### src/rtl/snes_pkg.sv
`default_nettype none
// ============================================================================
//  snes_pkg
//  Shared types and constants for the SNES game-pad poller.
//  Revision: 1.0
// ============================================================================
package snes_pkg;

    typedef enum logic [2:0] {
        ST_IDLE   = 3'd0,
        ST_LATCH  = 3'd1,
        ST_CLK_LO = 3'd2,
        ST_CLK_HI = 3'd3,
        ST_DONE   = 3'd4
    } state_t;

    // Bit position of each button inside a pad's 12-bit word.
    typedef enum logic [3:0] {
        BTN_B      = 4'd0,
        BTN_Y      = 4'd1,
        BTN_SELECT = 4'd2,
        BTN_START  = 4'd3,
        BTN_UP     = 4'd4,
        BTN_DOWN   = 4'd5,
        BTN_LEFT   = 4'd6,
        BTN_RIGHT  = 4'd7,
        BTN_A      = 4'd8,
        BTN_X      = 4'd9,
        BTN_L      = 4'd10,
        BTN_R      = 4'd11
    } btn_t;

    localparam int       NUM_BTNS    = 12;
    localparam logic [3:0] SNES_ID_OK = 4'b1111;
    localparam int       LATCH_TICKS = 2;
    localparam int       NUM_BITS    = 16;

endpackage
`default_nettype wire

### src/rtl/snes_poller_tick_gen.sv
`default_nettype none
// ============================================================================
//  tick_gen
//  Free-running divider; tick is high for the last clk of every DIV-clk period.
//  Revision: 1.0
// ============================================================================
module tick_gen #(
    parameter int DIV = 300
) (
    input  logic clk,
    input  logic reset,
    output logic tick
);

    localparam int W = (DIV > 1) ? $clog2(DIV) : 1;

    logic [W-1:0] r_cnt;
    logic         w_last;

    assign w_last = (r_cnt == W'(DIV - 1));
    assign tick   = w_last;

    always_ff @(posedge clk or negedge reset) begin
        if (!reset) begin
            r_cnt <= '0;
        end else if (w_last) begin
            r_cnt <= '0;
        end else begin
            r_cnt <= r_cnt + 1'b1;
        end
    end

endmodule
`default_nettype wire

### src/rtl/snes_poller.sv
`default_nettype none
// ============================================================================
//  snes_poller
//  Polls up to NUM_PADS parallel SNES pads and publishes active-high buttons.
//  Revision: 1.0
// ============================================================================
module snes_poller
    import snes_pkg::*;
#(
    parameter int TICK_DIV   = 300,
    parameter int POLL_TICKS = 2778,
    parameter int NUM_PADS   = 1
) (
    input  logic                         clk,
    input  logic                         reset,
    input  logic                         enable,
    input  logic                         poll_now,
    input  logic [NUM_PADS-1:0]          serial_data,
    output logic                         snes_clk,
    output logic                         data_latch,
    output logic [NUM_BTNS*NUM_PADS-1:0] buttons,
    output logic [NUM_BTNS*NUM_PADS-1:0] pressed,
    output logic                         frame_valid,
    output logic [NUM_PADS-1:0]          id_err,
    output logic                         busy
);

    localparam int PW  = (POLL_TICKS > 1) ? $clog2(POLL_TICKS) : 1;
    localparam int LCW = (LATCH_TICKS > 1) ? $clog2(LATCH_TICKS) : 1;
    localparam int BW  = $clog2(NUM_BITS);

    logic                w_tick;
    logic [NUM_PADS-1:0] r_sync1;
    logic [NUM_PADS-1:0] r_sync2;
    logic [PW-1:0]       r_poll;
    logic                r_pending;
    logic                w_wrap;
    logic                w_start;
    state_t              r_state;
    state_t              w_state_nxt;
    logic [BW-1:0]       r_bit;
    logic [BW-1:0]       w_bit_nxt;
    logic [LCW-1:0]      r_lcnt;
    logic [LCW-1:0]      w_lcnt_nxt;
    logic                w_sample;
    logic                w_done;
    logic                r_snes_clk;
    logic                r_latch;
    logic                r_busy;
    logic                r_fv;

    tick_gen #(.DIV(TICK_DIV)) u_tick (
        .clk   (clk),
        .reset (reset),
        .tick  (w_tick)
    );

    always_ff @(posedge clk or negedge reset) begin
        if (!reset) begin
            r_sync1 <= '1;
            r_sync2 <= '1;
        end else begin
            r_sync1 <= serial_data;
            r_sync2 <= r_sync1;
        end
    end

    assign w_wrap  = w_tick && (r_poll == PW'(POLL_TICKS - 1));
    assign w_start = w_tick && (r_state == ST_IDLE) && enable && (w_wrap || r_pending);
    assign w_done  = (r_state == ST_DONE);

    // A pending-driven start restarts the poll period from this tick.
    always_ff @(posedge clk or negedge reset) begin
        if (!reset) begin
            r_poll    <= PW'(POLL_TICKS - 1);
            r_pending <= 1'b0;
        end else begin
            if (w_start && r_pending) begin
                r_poll <= '0;
            end else if (w_tick) begin
                r_poll <= w_wrap ? '0 : r_poll + 1'b1;
            end
            if (w_start) begin
                r_pending <= 1'b0;
            end else if (poll_now && enable) begin
                r_pending <= 1'b1;
            end
        end
    end

    always_comb begin
        w_state_nxt = r_state;
        w_bit_nxt   = r_bit;
        w_lcnt_nxt  = r_lcnt;
        w_sample    = 1'b0;
        case (r_state)
            ST_IDLE: begin
                if (w_start) begin
                    w_state_nxt = ST_LATCH;
                    w_lcnt_nxt  = '0;
                end
            end
            ST_LATCH: begin
                if (w_tick) begin
                    if (r_lcnt == LCW'(LATCH_TICKS - 1)) begin
                        w_state_nxt = ST_CLK_LO;
                        w_bit_nxt   = '0;
                    end else begin
                        w_lcnt_nxt = r_lcnt + 1'b1;
                    end
                end
            end
            ST_CLK_LO: begin
                if (w_tick) begin
                    w_sample    = 1'b1;
                    w_state_nxt = ST_CLK_HI;
                end
            end
            ST_CLK_HI: begin
                if (w_tick) begin
                    if (r_bit == BW'(NUM_BITS - 1)) begin
                        w_state_nxt = ST_DONE;
                    end else begin
                        w_bit_nxt   = r_bit + 1'b1;
                        w_state_nxt = ST_CLK_LO;
                    end
                end
            end
            ST_DONE:  w_state_nxt = ST_IDLE;
            default:  w_state_nxt = ST_IDLE;
        endcase
    end

    // Bus outputs are registered from the next state so they stay glitch-free.
    always_ff @(posedge clk or negedge reset) begin
        if (!reset) begin
            r_state    <= ST_IDLE;
            r_bit      <= '0;
            r_lcnt     <= '0;
            r_snes_clk <= 1'b1;
            r_latch    <= 1'b0;
            r_busy     <= 1'b0;
            r_fv       <= 1'b0;
        end else begin
            r_state    <= w_state_nxt;
            r_bit      <= w_bit_nxt;
            r_lcnt     <= w_lcnt_nxt;
            r_snes_clk <= (w_state_nxt != ST_CLK_LO);
            r_latch    <= (w_state_nxt == ST_LATCH);
            r_busy     <= (w_state_nxt != ST_IDLE);
            r_fv       <= w_done;
        end
    end

    assign snes_clk    = r_snes_clk;
    assign data_latch  = r_latch;
    assign busy        = r_busy;
    assign frame_valid = r_fv;

    for (genvar p = 0; p < NUM_PADS; p++) begin : g_pad
        logic [NUM_BITS-1:0] r_raw;
        logic [NUM_BTNS-1:0] r_btn;
        logic [NUM_BTNS-1:0] r_prs;
        logic                r_err;
        logic [NUM_BTNS-1:0] w_new;

        assign w_new = ~r_raw[NUM_BTNS-1:0];

        always_ff @(posedge clk or negedge reset) begin
            if (!reset) begin
                r_raw <= '0;
                r_btn <= '0;
                r_prs <= '0;
                r_err <= 1'b0;
            end else begin
                if (w_sample) begin
                    r_raw[r_bit] <= r_sync2[p];
                end
                r_prs <= '0;
                if (w_done) begin
                    // A bad ID (e.g. unplugged pad reads all zeros) keeps the last good word.
                    if (r_raw[NUM_BITS-1 -: 4] == SNES_ID_OK) begin
                        r_btn <= w_new;
                        r_prs <= w_new & ~r_btn;
                        r_err <= 1'b0;
                    end else begin
                        r_err <= 1'b1;
                    end
                end
            end
        end

        assign buttons[NUM_BTNS*p +: NUM_BTNS] = r_btn;
        assign pressed[NUM_BTNS*p +: NUM_BTNS] = r_prs;
        assign id_err[p]                       = r_err;
    end

endmodule
`default_nettype wire

### config.mk
export PLATFORM = sky130hd
export DESIGN_NAME = snes_poller
export DESIGN_NICKNAME = d
export VERILOG_FILES = /design/src/rtl/snes_pkg.sv /design/src/rtl/snes_poller_tick_gen.sv /design/src/rtl/snes_poller.sv
export SDC_FILE = /design/constraint.sdc
export NUM_CORES = 1
export LEC_CHECK = 0
export ABC_CLOCK_PERIOD_IN_PS = 2000
export CORE_UTILIZATION = 25
export DETAILED_ROUTE_END_ITERATION = 6
export GPL_TIMING_DRIVEN = 0
export PLACE_DENSITY = 0.4
export RECOVER_POWER = 25
export SYNTH_ARGS = -nofsm -noshare
export SYNTH_HDL_FRONTEND = slang
export SYNTH_SLANG_ARGS = --single-unit
### constraint.sdc
create_clock -name clk -period 2 [get_ports clk]
set_input_delay 0.4 -clock clk [delete_from_list [all_inputs] [get_ports clk]]
set_output_delay 0.4 -clock clk [all_outputs]
set_load 0.01 [all_outputs]
# Word-level counts from Yosys, hierarchy flattened
# Index checks and enable logic that the tools add are counted.
# Widths: inputs -> output; s select.
# totals
inputBits	5
ff_bits	77
# op_classes
mux	30
n_bitwise	3
n_addsub	4
eq_ne	15
reduce_logical	17
order_cmp	2
# ops
cell	count
$mux 12	5
$not 12->12	2
$mux 3	6
$bwmux 16	1
$mux 4	4
$add 12x1->12 const B	1
$and 12x12->12	1
$eq 12x12->1 const B	1
$pmux 3 s4	1
$ne 2x2->1 const B	5
$add 9x1->9 const B	1
$eq 9x9->1 const B	1
$mux 1	9
$mux 9	1
$eq 4x4->1 const B	2
$pmux 4 s2	1
$reduce_bool 2->1	4
$logic_and 1x1->1	7
$eq 3x1->1 const B	2
$eq 3x2->1 const B	2
$lt 4x5->1 const B	1
$reduce_and 5->1	1
$add 4x1->4 const B	1
$demux 1 s4	1
other kinds (10)	10

# Logic depth before layout (Yosys ltp)
# Gate-level depths: netlist (run 1).
# depth
word_depth	7
ltp_mapped	7
mapped_depth_nobuf	6

# By module
# A second synthesis (run 1) with hierarchy kept.
# unflattened
hier_cells	302
area_unflattened_um2	3358.2
# modules_own_cells
module	area_per_inst_um2	cells_each	n_inst
snes_poller	2901.5	261	1
tick_gen	456.7	41	1

# Worst setup path before layout (run 1)
# OpenSTA, ideal clock, no wires.
# synth_timing
kind	register to register
startpoint	register u_tick.r_cnt[2]
endpoint	register g_pad[0].r_raw[0]
n_path_buf	0
path_stages_with_launch	5
t_arrival_ns	1.716
setup_ns	0.125
path_slack_ns	0.159
synth_period_minus_slack_ns	1.841
cell_sequence	dfrtp_1 nor4b_2 nand4_1 nor3_1 mux2_2
# synth_via
elab_chain_len	3
# synth_lines
element	line_no	text
start, declared	snes_poller_tick_gen.sv:17	logic [W-1:0] r_cnt;
start signal, assigned	snes_poller_tick_gen.sv:29	r_cnt <= r_cnt + 1'b1;
$eq 9x9->1	snes_poller_tick_gen.sv:20	assign w_last = (r_cnt == W'(DIV - 1));
$mux 1	snes_poller.sv:114	if (w_tick) begin
$mux 1	snes_poller.sv:96	case (r_state)
end signal, assigned by index	snes_poller.sv:177	r_raw[r_bit] <= r_sync2[p];
end, declared	snes_poller.sv:161	logic [NUM_BITS-1:0] r_raw;
# No other way between the ends.
# A chain may end at the register's enable or synchronous reset.

# Worst setup path in the final report (run 1)
# layout_timing
startpoint	register u_tick.r_cnt[2]
endpoint	register g_pad[0].r_raw[15]
# Same word-level chain as after synthesis.

==> results of run 1 <==
-- metrics by stage --
stage	hold slack (ns)	instance area (um^2)
after floorplan	0.1044	3431
after global placement	0.3466	3981
after detailed placement	0.3556	4006
after CTS	0.0006126	4357
after global routing	0.009035	4403
final	-0.01930	4403
-- state kept, by name, indices dropped and copies added, names as in the netlist, 3 cells and up --
signal / flops
g_pad.r_raw: 16
buttons: 12
pressed: 12
r_poll: 12
u_tick.r_cnt: 9
r_bit: 4
r_state: 3
-- layout make-up --
| class | count | area (um^2) |
|---|---|---|
| clock buffer | 11 | 232.7 |
| buffer | 11 | 53.80 |
| sequential | 77 | 1942 |
| fill | 1368 | 8892 |
| clock inverter | 5 | 37.54 |
| inverter | 13 | 48.80 |
| timing repair buffer | 44 | 407.9 |
| multi-input combinational | 218 | 1460 |
| tap | 176 | 220.2 |
-- what timing repair did --
| action | CTS | global route |
|---|---|---|
| hold buffers | 0 | 0 |
| buffers inserted | 6 | 4 |
| pin swaps | 7 | 8 |
| endpoints found under the setup margin | 55 | 37 |
| resized for setup | 10 | 10 |
| endpoints found under the hold margin | 0 | 0 |
-- per-layer routing --
metal,share of wire,track usage,wire (um),vias to the layer above
met4,0.014,0.04984,112,0
li1,-,-,-,1247
met2,0.47,0.1962,3762,32
met5,0,0,0,-
met1,0.49,0.1659,3853,1284
met3,0.026,0.03017,208,8
-- worst paths after layout --
path	to	slack (ns)	cells past startpoint	from
setup / recovery	g_pad[0].r_raw[15]$_DFFE_PN0P_	0.06	5	u_tick.r_cnt[2]$_DFF_PN0_
hold / removal	u_tick.r_cnt[0]$_DFF_PN0_	-0.02	1	reset
setup reg to reg	g_pad[0].r_raw[15]$_DFFE_PN0P_	0.06	5	u_tick.r_cnt[2]$_DFF_PN0_
hold reg to reg	r_sync2$_DFF_PN1_	0.36	0	r_sync1$_DFF_PN1_
max in group asynchronous	u_tick.r_cnt[2]$_DFF_PN0_	0.49	2	reset
min in group clk	r_sync2$_DFF_PN1_	0.36	0	r_sync1$_DFF_PN1_
-- logic make-up after synthesis --
group                    after synthesis  share of synthesized area
flip-flops                            77                     0.5653
XOR/XNOR                               7                    0.01787
AND/OR/NAND/NOR                      135                     0.2079
AO/OA/AOI/OAI                         52                    0.09811
adder cells (fa/ha/maj)                7                    0.02553
buffers and inverters                 26                    0.02991
multiplexers                          17                    0.05543
-- cells in the final DEF (no fill, tap or decap), types with 3 or more instances in the layout --
cell,count
nand2b_1,5
xnor2_1,4
nor3_1,18
inv_1,13
ha_1,6
dfrtp_1,65
nor3_2,3
clkdlybuf4s50_1,31
nand3_1,15
clkbuf_1,9
a21oi_1,4
dfstp_2,10
clkbuf_16,9
nand4_1,9
xor2_1,3
o211ai_1,4
and3_1,3
buf_4,11
or3_1,5
o21ai_0,20
o22ai_1,5
nand2_1,33
or2_2,3
a31oi_1,6
nor2_1,23
mux2_2,16
-- power breakdown --
| group | internal (mW) | switching (mW) | leakage [nW] |
|---|---|---|---|
| sequential | 1.56 | 0.00224 | 0.993 |
| clock | 0.846 | 0.656 | 0.126 |
| combinational | 0.00977 | 0.0392 | 0.783 |
| total | 2.42 | 0.697 | 1.90 |
==> results.env, run 1 <==
WORSTPATHREQUIRED_NS=2.21
VDD.IR_DROP.WORST_uV=300.7
DIE-HEIGHT_UM=119.1
SETUP_VIOL_COUNT_FINAL=0
CRITPATHBUFINV=1
P_LEAK_nW=1.903
TIMING.SETUP.CRITICAL_PATH_CLASS='flop to flop'
FINALWIRELENGTH_UM=7937
REPORT.FINAL.SLEW_VIOL_COUNT=0
SYNTH-SEQ-AREA-SHARE=0.5653
PLACEMENT.SETUP.WORST_SLACK_NS=-0.3213
COMMONEST_CELLS_POST_SYNTH='dfrtp_1 (67), nand2_1 (35), nor2_1 (23)'
ANTENNA_FOUND_INITIAL=0
SYNTH.DISTINCT_CELLS=50
OUTCOME='finished, violations left'
TIMING.CRITICAL_PATH.ARRIVAL_NS=2.15
YOSYS_REGISTER_BITS=77
POST-SYNTH-TOP-AREA-FRACTION=0.4887
POWER-PER-CELL-AREA_nW_PER_UM2=707.5
SYN-INSTANCE-COUNT=321
MAX_CLOCK_FREQ_MHz=516.5
TIMING.CRITICAL_PATH.CELLS='or4b_4, nor2_2, buf_6, nand3_1, mux2_2'
CRIT_SLOWEST_CELL='or4b_4'
DP_HPWL_UM=5455
NUMPORTBUFFERS=33
COREAREA_UM2=13300
SYNTH_AREA_LEADER_CELL='dfrtp_1'
CTS_MADE_BUFFERS=9
ANTENNA_LEFT=0
FINAL_CRITICAL_PATH_SETUP_SLACK_NS=0.06373
WORST_HOLD_PATH_CLASS='input port to asynchronous set/reset pin'
FINALCRITICALPERIOD_NS=1.936
FAILED_CHECKS='hold timing'
CTS_TREE='built'
SYNTHESIS.AREA_PER_INSTANCE_UM2=10.69
GRT_MAX_DEGREE=50
GRT_PASS1_WL_UM=13830
POST_SYNTH_MAIN_AREA_CONTRIBUTORS='dfrtp_1 (49%), dfstp_2 (7.7%), mux2_2 (5.3%), nand2_1 (3.8%), nor3_1 (3.1%)'
CTS.SINK_COUNT=77
DIE-AREA_UM2=14200
FINAL_CELL_COUNT_NO_FILL=555
WORST_PATH_LARGEST_CELL_DELAY_NS=0.62
P_TOTAL_mW=3.115
SYNTHESIS.NETS=333
CLOCK_LATENCY_NS=0.33
FINAL_LAYOUT_SIZE_SUFFIX_GT1_FRAC=0.2032
TOTALNEGATIVESETUPSLACK_NS=0
DIE_W_UM=119.1
AVGROUTEDWIREPERCELL_UM=14.30
GRT_PASS1_VIAS=2610
YOSYSMOSTFREQUENTCELL='dfrtp_1'
DESIGN.PORTCOUNT=34
FIRST_PASS_ITERS=4
POST-ROUTE-PERIOD-UTIL=0.9681
GR-USAGE-ALL-LAYERS=0.1254
HOLD_VIOL_FINAL=27
SYNTH_EDF_COUNT=0
CRITICAL_PATH.ENDPOINT_TYPE='flop'
NUMBER_OF_PLACEMENT_ROWS=42
HIGHEST_NET_FANOUT_ALONG_THE_WORST_PATH=10
CLOCK-SKEW-FINAL_NS=0.005801
CTS_ROOT_BUFFER='clkbuf_16'
DR_TOTAL_VIAS=2571
UNREPAIRED_SETUP_ENDPOINTS_AFTER_GLOBAL_ROUTING='true'
SYNTHTOLAYOUTAREAGROWTH_PCT=28.34
DRT_DRC_VIOLATIONS_LEFT=0
SYNTHFLOPTYPE='dfrtp_1'
WHS_NS=-0.01930
SYN_AREA_UM2=3431
POST_ROUTE_CORE_UTILIZATION=0.3312
GLOBALROUTEOVERFLOWTOTAL=0
HTREEDEPTH=3
ASYNC_RESET_FF_FRAC=1.000
CRITPATHLAUNCHTYPE='flop'
NNETSFINAL=386
SYNTH.YOSYS.WARNINGS=0
TIGHTEST_SLEW_NS=1.218
DRV_CAP=0
SLEW-LIMIT-HEADROOM=0.1880
START_UTIL=0.2580
GP_CONGESTION=0.7727
ROUTED_VIA_DENSITY=4.632
CLKTRANSATPATHREGS_NS=0.06
ANTENNA-DIODE-COUNT=0
CLOCK_TREE.BUFFER_DEPTH=2
DRT_ITER0_DRC=128
PLACEDCELLCOUNT=531
CRITICAL-PATH-TOP-DELAY-FAMILY='simple AND/OR/NAND/NOR gates'
No activity file was read; power rests on OpenSTA's default activity.
==> run 2, diff against run 1 <==
Settings changed: REMOVE_ABC_BUFFERS set to 1.
==> results.env, run 2 (synthesis gave the netlist of run 1 again) <==
OUTCOME='complete, no violations'
ANTENNA-DIODE-COUNT=0
WORSTPATHREQUIRED_NS=2.22
FINALCRITICALPERIOD_NS=1.906
FINAL_CRITICAL_PATH_SETUP_SLACK_NS=0.09354
GR-USAGE-ALL-LAYERS=0.1197
GP_CONGESTION=0.7317
COREAREA_UM2=13300
GLOBALROUTEOVERFLOWTOTAL=0
POST_ROUTE_CORE_UTILIZATION=0.3301
P_SEQ_FRAC=0.483
TIGHTEST_SLEW_NS=0.9777
ANTENNA_LEFT=0
CP-STARTPOINT='u_tick.r_cnt[0]$_DFF_PN0_'
P_LEAK_nW=1.913
VDD.IR_DROP.WORST_uV=464.1
CTS_ROOT_BUFFER='clkbuf_16'
SWITCHINGPOWER_uW=698.2
TIMING.CRITICAL_PATH.ARRIVAL_NS=2.13
CRIT_SLOWEST_CELL='dfrtp_1'
NUMBER_OF_PLACEMENT_ROWS=42
CTS.SINK_COUNT=77
DR_TOTAL_VIAS=2511
TIMING.CRITICAL_PATH.CELLS='ha_2, and4b_2, nand4_1, nor2_1, mux2_2'
POWER.SWITCHING_FRACTION=0.2153
LAYOUT_COMMON_CELLS='dfrtp_1 (64), nand2_1 (32), clkdlybuf4s50_1 (31)'
CRITPATHLAUNCHTYPE='flop'
NNETSFINAL=375
SYNTHTOLAYOUTAREAGROWTH_PCT=27.94
NUMPORTBUFFERS=33
REG_TO_REG_STARTPOINT='u_tick.r_cnt[0]$_DFF_PN0_'
PWR-SHARE-COMB=0.015
INTERNAL-POWER_mW=2.544
DP_HPWL_UM=4967
HOLD_VIOL_FINAL=0
CLOCK_POWER_SHARE=0.502
GRT_PASS1_VIAS=2553
P_TOTAL_mW=3.243
PLACE_AREA_UM2=3945
DRT_ITER0_DRC=104
DRV_CAP=0
TIMING.CRITICAL_PATH.TO='g_pad[0].r_raw[5]$_DFFE_PN0P_'
LEADING_CELL_TYPE_IN_THE_LAYOUT_FILL_AND_TAPS_EXCLUDED='dfrtp_1'
DIE-HEIGHT_UM=119.1
CRITICAL-PATH-TOP-DELAY-FAMILY='simple AND/OR/NAND/NOR gates'
FINAL_LAYOUT_SIZE_SUFFIX_GT1_FRAC=0.2092
FINALWIRELENGTH_UM=7766
REG2REG_SLACK_NS=0.09
SLEW-LIMIT-HEADROOM=0.3482
WORST_HOLD_PATH_CLASS='input port to asynchronous set/reset pin'
ROUTED_VIA_DENSITY=4.616
GRT_MAX_DEGREE=40
AVGROUTEDWIREPERCELL_UM=14.28
TOTALNEGATIVESETUPSLACK_NS=0
TIMING.CRITICAL_PATH.DEPTH=5
POWER-PER-CELL-AREA_nW_PER_UM2=738.8
CTS_MADE_BUFFERS=9
CRITPATHBUFINV=0
DIE-AREA_UM2=14200
CLOCK-SKEW-FINAL_NS=0.008255
DIE_W_UM=119.1
FIRST_PASS_ITERS=4
DRT_DRC_VIOLATIONS_LEFT=0
TOP_REGISTER='g_pad.r_raw'
STDCELL_AREA_UM2=4389
DESIGN.PORTCOUNT=34
REPORT.FINAL.SLEW_VIOL_COUNT=0
PLACEMENT.SETUP.WORST_SLACK_NS=-0.5068
ANTENNA_FOUND_INITIAL=0
GRT_PASS1_WL_UM=13210
SETUP_VIOL_COUNT_FINAL=0
CLKTRANSATPATHREGS_NS=0.06
WORST_PATH_LARGEST_CELL_DELAY_NS=0.40
HIGHEST_NET_FANOUT_ALONG_THE_WORST_PATH=5
CRITICAL_PATH.ENDPOINT_TYPE='flop'
MAX_CLOCK_FREQ_MHz=524.5
HTREEDEPTH=3
CTS_TREE='built'
TIMING.SETUP.CRITICAL_PATH_CLASS='flop to flop'
WORSTREG2REGEND='g_pad[0].r_raw[5]$_DFFE_PN0P_'
FF2FF_PATH_DEPTH=5
CLOCK_LATENCY_NS=0.34
START_UTIL=0.2580
POST-ROUTE-PERIOD-UTIL=0.9532
LARGEST_REGISTER_FF_COUNT=16
CLOCK_TREE.BUFFER_DEPTH=2
[run 2: worst min-delay path by stage]
stage          slack (ns)              start                   endpoint  cells past startpoint
2_1_floorplan        0.10              reset             busy$_DFF_PN0_                      0
3_3_place_gp         0.35  r_sync1$_DFF_PN1_          r_sync2$_DFF_PN1_                      0
3_5_place_dp         0.35  r_sync1$_DFF_PN1_          r_sync2$_DFF_PN1_                      0
4_1_cts              0.06              reset  u_tick.r_cnt[4]$_DFF_PN0_                      1
5_1_grt              0.31              reset  u_tick.r_cnt[4]$_DFF_PN0_                      1
6_report             0.22              reset  u_tick.r_cnt[4]$_DFF_PN0_                      1
[run 2: power by group through the flow]
stage,logic (mW),registers [mW],clock network (mW)
floorplan,0.00621,1.59,0
global placement,0.0512,1.60,0
detailed placement,0.0554,1.59,0
CTS,0.0555,1.57,1.68
global route,0.0581,1.57,1.74
finish,0.0482,1.57,1.63
[run 2: final cells by class]
type                    instances  area [um^2]
clock buffers                  11        232.7
clock inverters                 5        60.06
fillers                      1331         8906
inverters                      13        48.80
multi-input cells             218         1476
flip-flops and latches         77         1943
well taps                     176        220.2
repair buffers                 44        407.9
[run 2: through the flow]
stage                     std cells  hold WS, ns
after floorplan                 308       0.1044
after global placement          517       0.3462
after detailed placement        518       0.3472
after CTS                       544      0.06384
after global routing            544       0.3130
final                           544       0.2160
[run 2: per-layer routing]
metal | vias up | track usage | share of wire
li1 | 1224 | - | -
met5 | - | 0 | 0
met4 | 0 | 0.06883 | 0.023
met2 | 30 | 0.1701 | 0.44
met1 | 1247 | 0.1704 | 0.51
met3 | 10 | 0.01964 | 0.023
[run 2: what timing repair did]
action	4_1_cts	5_1_grt
endpoints found under the setup margin	63	52
gates resized for setup	9	12
pin swaps	7	2
hold buffers	0	0
setup buffers	10	0
==> RTL edit 1 (config.mk and constraints of run 1) <==
Reset style: synchronous (`reset`), changed in 5 clocked blocks.
--- a/src/rtl/snes_poller_tick_gen.sv
+++ b/src/rtl/snes_poller_tick_gen.sv
@@ -21,5 +21,5 @@
     assign tick   = w_last;
 
-    always_ff @(posedge clk or negedge reset) begin
+    always_ff @(posedge clk) begin
         if (!reset) begin
             r_cnt <= '0;
--- a/src/rtl/snes_poller.sv
+++ b/src/rtl/snes_poller.sv
@@ -56,5 +56,5 @@
     );
 
-    always_ff @(posedge clk or negedge reset) begin
+    always_ff @(posedge clk) begin
         if (!reset) begin
             r_sync1 <= '1;
@@ -71,5 +71,5 @@
 
     // A pending-driven start restarts the poll period from this tick.
-    always_ff @(posedge clk or negedge reset) begin
+    always_ff @(posedge clk) begin
         if (!reset) begin
             r_poll    <= PW'(POLL_TICKS - 1);
@@ -133,5 +133,5 @@
 
     // Bus outputs are registered from the next state so they stay glitch-free.
-    always_ff @(posedge clk or negedge reset) begin
+    always_ff @(posedge clk) begin
         if (!reset) begin
             r_state    <= ST_IDLE;
@@ -167,5 +167,5 @@
         assign w_new = ~r_raw[NUM_BTNS-1:0];
 
-        always_ff @(posedge clk or negedge reset) begin
+        always_ff @(posedge clk) begin
             if (!reset) begin
                 r_raw <= '0;
Check against the original RTL: no difference found for any inputs over 10 cycles, from zero or initial values and one cycle with reset low; that may be too few to reach the edited logic, so the function may still have changed.
==> RTL edit 1 against run 1 <==
  * Maximum frequency up 2.5%
  * Core utilization down 0.56 points
  * Die area down 0.28%
  * Final area down 1.7%
  * Synthesized area down 0.29%
  * Hold slack better by 0.42 ns
  * Routed wire length up 10%
  * Sequential cell count unchanged
  * Via count up 10%
  * Power up 8.8%
  * Worst setup slack better by 0.048 ns
  * Critical path type unchanged
  * Largest cell class is now multi-input combinational cells
==> RTL edit 1: results <==
export IMPL_status="complete, no violations"
export IMPL_gp_congestion=0.797
export IMPL_regToRegStartpoint="u_tick.r_cnt[0]"
export IMPL_synth_ff_type="dfxtp_1"
export IMPL_grt_max_degree=14
export IMPL_arrival_ns=2.16
export IMPL_grt_pass1_vias=2749
export IMPL_synth_area_top_cells="dfxtp_1 45%, nand2_1 4.8%, mux2i_1 4.7%"
export IMPL_relSlewSlack_pct=57.9
export IMPL_dp_slack_ns=-0.104
export IMPL_n_fill_cell=1407
export IMPL_wire_per_inst_um=14.6
export IMPL_r2r_setup_slack_ns=0.11
export IMPL_drt_iter0_drc=66
export IMPL_portBuffers=32
export IMPL_rr_worst_depth=6
export IMPL_yosysSeqAreaShare_pct=45.1
export IMPL_ys_types=56
export IMPL_grt_pass1_wl_mm=14.5
export IMPL_synth_compound_area_share_pct=11.8
export IMPL_hp_class="reg2reg"
export IMPL_slowest_stage="dfxtp_1"
export IMPL_finClkSkew_ns=0.00517
export IMPL_grt_util_all_layers_pct=13.4
export IMPL_cpPeakStageDelay_ns=0.45
export IMPL_drive_gt1_share_pct=9.86
export IMPL_sw_frac_of_total_pct=21.4
export IMPL_synth_nets=388
export IMPL_ir_drop_mv=0.370
export IMPL_p_leak_uw=0.00161
export IMPL_synth_mux_area_share_pct=4.68
export IMPL_dp_hpwl_mm=6.11
export IMPL_async_flop_share_pct=0
export IMPL_hold_slack_ns=0.405
export IMPL_synth_common_cells="77 x dfxtp_1, 44 x nand2_1, 31 x nand3_1"
==> RTL edit 1: kinds of logic after synthesis <==
group / after synthesis
fa+ha+maj: 7
compound gates: 58
mux: 16
xor+xnor: 7
buf+inv: 34
flops: 77
simple gates: 177
==> RTL edit 1: layout make-up <==
class,instances,area share [%]
sequential,77,35.6
buffer,21,2.69
clock buffer,11,5.38
timing repair buffer,34,8.04
multi-input combinational,265,40.1
inverter,13,1.13
clock inverter,5,1.97
tap,176,5.09
==> RTL edit 1: worst max-delay path by stage <==
stage | start | end | slack [ns] | depth (start not counted)
final | u_tick.r_cnt[0] | g_pad[0].r_raw[13] | 0.11 | 6
after global routing | u_tick.r_cnt[0] | snes_clk | 0.03 | 6
after CTS | u_tick.r_cnt[0] | g_pad[0].r_raw[12] | 0.05 | 6
after detailed placement | enable | r_poll[11] | -0.10 | 6
after global placement | enable | r_poll[11] | -0.11 | 6
after floorplan | u_tick.r_cnt[0] | g_pad[0].r_raw[12] | 0.28 | 6
==> RTL edit 1: what timing repair did <==
action,in CTS,in global routing
pin swaps,0,1
gates resized for setup,2,3
endpoints found under the setup margin,2,13
buffers inserted,0,2
cloned,0,0
==> RTL edit 1: metrics by stage <==
| step | cell area, um2 | power, uW | setup TNS (ns) | cells |
|---|---|---|---|---|
| floorplan | 3420 | 1630 | 0 | 376 |
| global placement | 3960 | 1660 | -0.856 | 584 |
| detailed placement | 3960 | 1660 | -0.735 | 584 |
| CTS | 4280 | 3440 | 0 | 600 |
| global route | 4330 | 3510 | 0 | 602 |
| finish | 4330 | 3390 | 0 | 602 |
==> RTL edit 1: power groups by stage <==
stage | registers (uW) | clock network, uW | logic, uW
4_1_cts | 1550 | 1820 | 70.5
6_report | 1550 | 1770 | 69.8
2_1_floorplan | 1580 | 0 | 42.5
3_3_place_gp | 1590 | 0 | 70.0
3_5_place_dp | 1590 | 0 | 70.1
5_1_grt | 1550 | 1880 | 77.4
==> RTL edit 1: per-layer routing <==
metal  vias up  wire [um]  GRT usage, %
li1       1444          -             -
met2        27       4010          19.7
met3         8        245          2.97
met5         -          0             0
met1      1353       4400          17.9
met4         0        110          7.44
==> RTL edit 2 (settings of run 1) <==
Without the edit above. Set the parameter `NUM_PADS` to 2 (it was 1).
--- a/src/rtl/snes_poller.sv
+++ b/src/rtl/snes_poller.sv
@@ -10,5 +10,5 @@
     parameter int TICK_DIV   = 300,
     parameter int POLL_TICKS = 2778,
-    parameter int NUM_PADS   = 1
+    parameter int NUM_PADS   = 2
 ) (
     input  logic                         clk,
Interface: changed (resized buttons, id_err, pressed and serial_data); port bits go from 34 to 60. The function was not compared with the original's and may differ.
==> RTL edit 2 against run 1 <==
  * Sequential cell count up 43
  * Power up 72%
  * Routed wire length up 51%
  * Via count up 40%
  * Worst setup slack worse by 0.014 ns
  * Final cell count up 43%
  * Largest cell class unchanged
  * Highest routed layer unchanged
  * Final area up 55%
  * Synthesized area up 46%
  * Critical path type unchanged
==> RTL edit 2: results <==
export IMPL_finClkSkew_ns=0.00920
export IMPL_ys_types=55
export IMPL_p_leak_uw=0.00297
export IMPL_hold_buffers=1
export IMPL_wire_per_inst_um=15.1
export IMPL_grt_use_met2_pct=19.7
export IMPL_numCtsBuffers=17
export IMPL_met3WireLength_um=561
export IMPL_combPwrFrac_pct=1.3
export IMPL_crit_path_max_fanout=7
export IMPL_p_switching_uw=1150
export IMPL_grt_util_all_layers_pct=12.6
export IMPL_yosysSeqAreaShare_pct=60.4
export IMPL_insertion_delay_ns=0.41
export IMPL_portBuffers=59
export IMPL_status="complete, no violations"
export IMPL_drive_gt1_share_pct=24.9
export IMPL_synth_adder_area_share_pct=1.75
export IMPL_grt_pass1_vias=3520
export IMPL_grt_max_degree=96
export IMPL_num_vias=3599
export IMPL_drt_met1_wl_mm=5.65
export IMPL_wl_met2_mm=5.64
export IMPL_synth_mux_area_share_pct=7.61
export IMPL_post_cts_resized=31
export IMPL_grtUsageMet3_pct=3.70
export IMPL_p_clk_share_pct=53.2
export IMPL_grtUsageMet1_pct=16.7
export IMPL_grt_pass1_wl_mm=19.6
export IMPL_synth_common_cells="108 x dfrtp_1, 44 x nand2_1, 28 x mux2_2, 28 x nor3_1, 28 x o21ai_0"
export IMPL_r2r_end="g_pad[0].r_raw[10]"
export IMPL_cts_htree_levels=4
export IMPL_fin_nets=526
export IMPL_n_fill_cell=2004
export IMPL_synth_nets=441
export IMPL_rr_worst_depth=6
export IMPL_regToRegStartpoint="u_tick.r_cnt[0]"
export IMPL_tightest_slew_ns=0.718
export IMPL_arrival_ns=2.24
==> RTL edit 2: worst max-delay path, stage by stage (launching register included) <==
cell	delay (ns)
dfrtp_1	0.40
ha_4	0.17
and4b_1	0.23
buf_8	0.13
nand4_4	0.19
nor3b_4	0.38
mux2_4	0.33
==> RTL edit 2: per-stage QoR <==
stage          hold slack [ns]  instances  setup WS, ns  instance area (um2)
5_1_grt                  0.364        791       -0.0388                 6820
6_report                 0.357        791        0.0497                 6820
4_1_cts                  0.358        789       -0.0152                 6730
3_5_place_dp             0.286        753        -0.935                 5950
3_3_place_gp             0.348        752         -4.40                 5920
2_1_floorplan            0.104        428        0.0578                 5000
==> RTL edit 2: cell type report <==
type | count | area share [%]
well taps | 265 | 4.86
flip-flops and latches | 120 | 44.3
inverters | 12 | 0.661
clock inverters | 11 | 1.47
clock buffers | 21 | 6.75
repair buffers | 71 | 10.3
plain buffers | 17 | 1.45
multi-input cells | 274 | 30.2
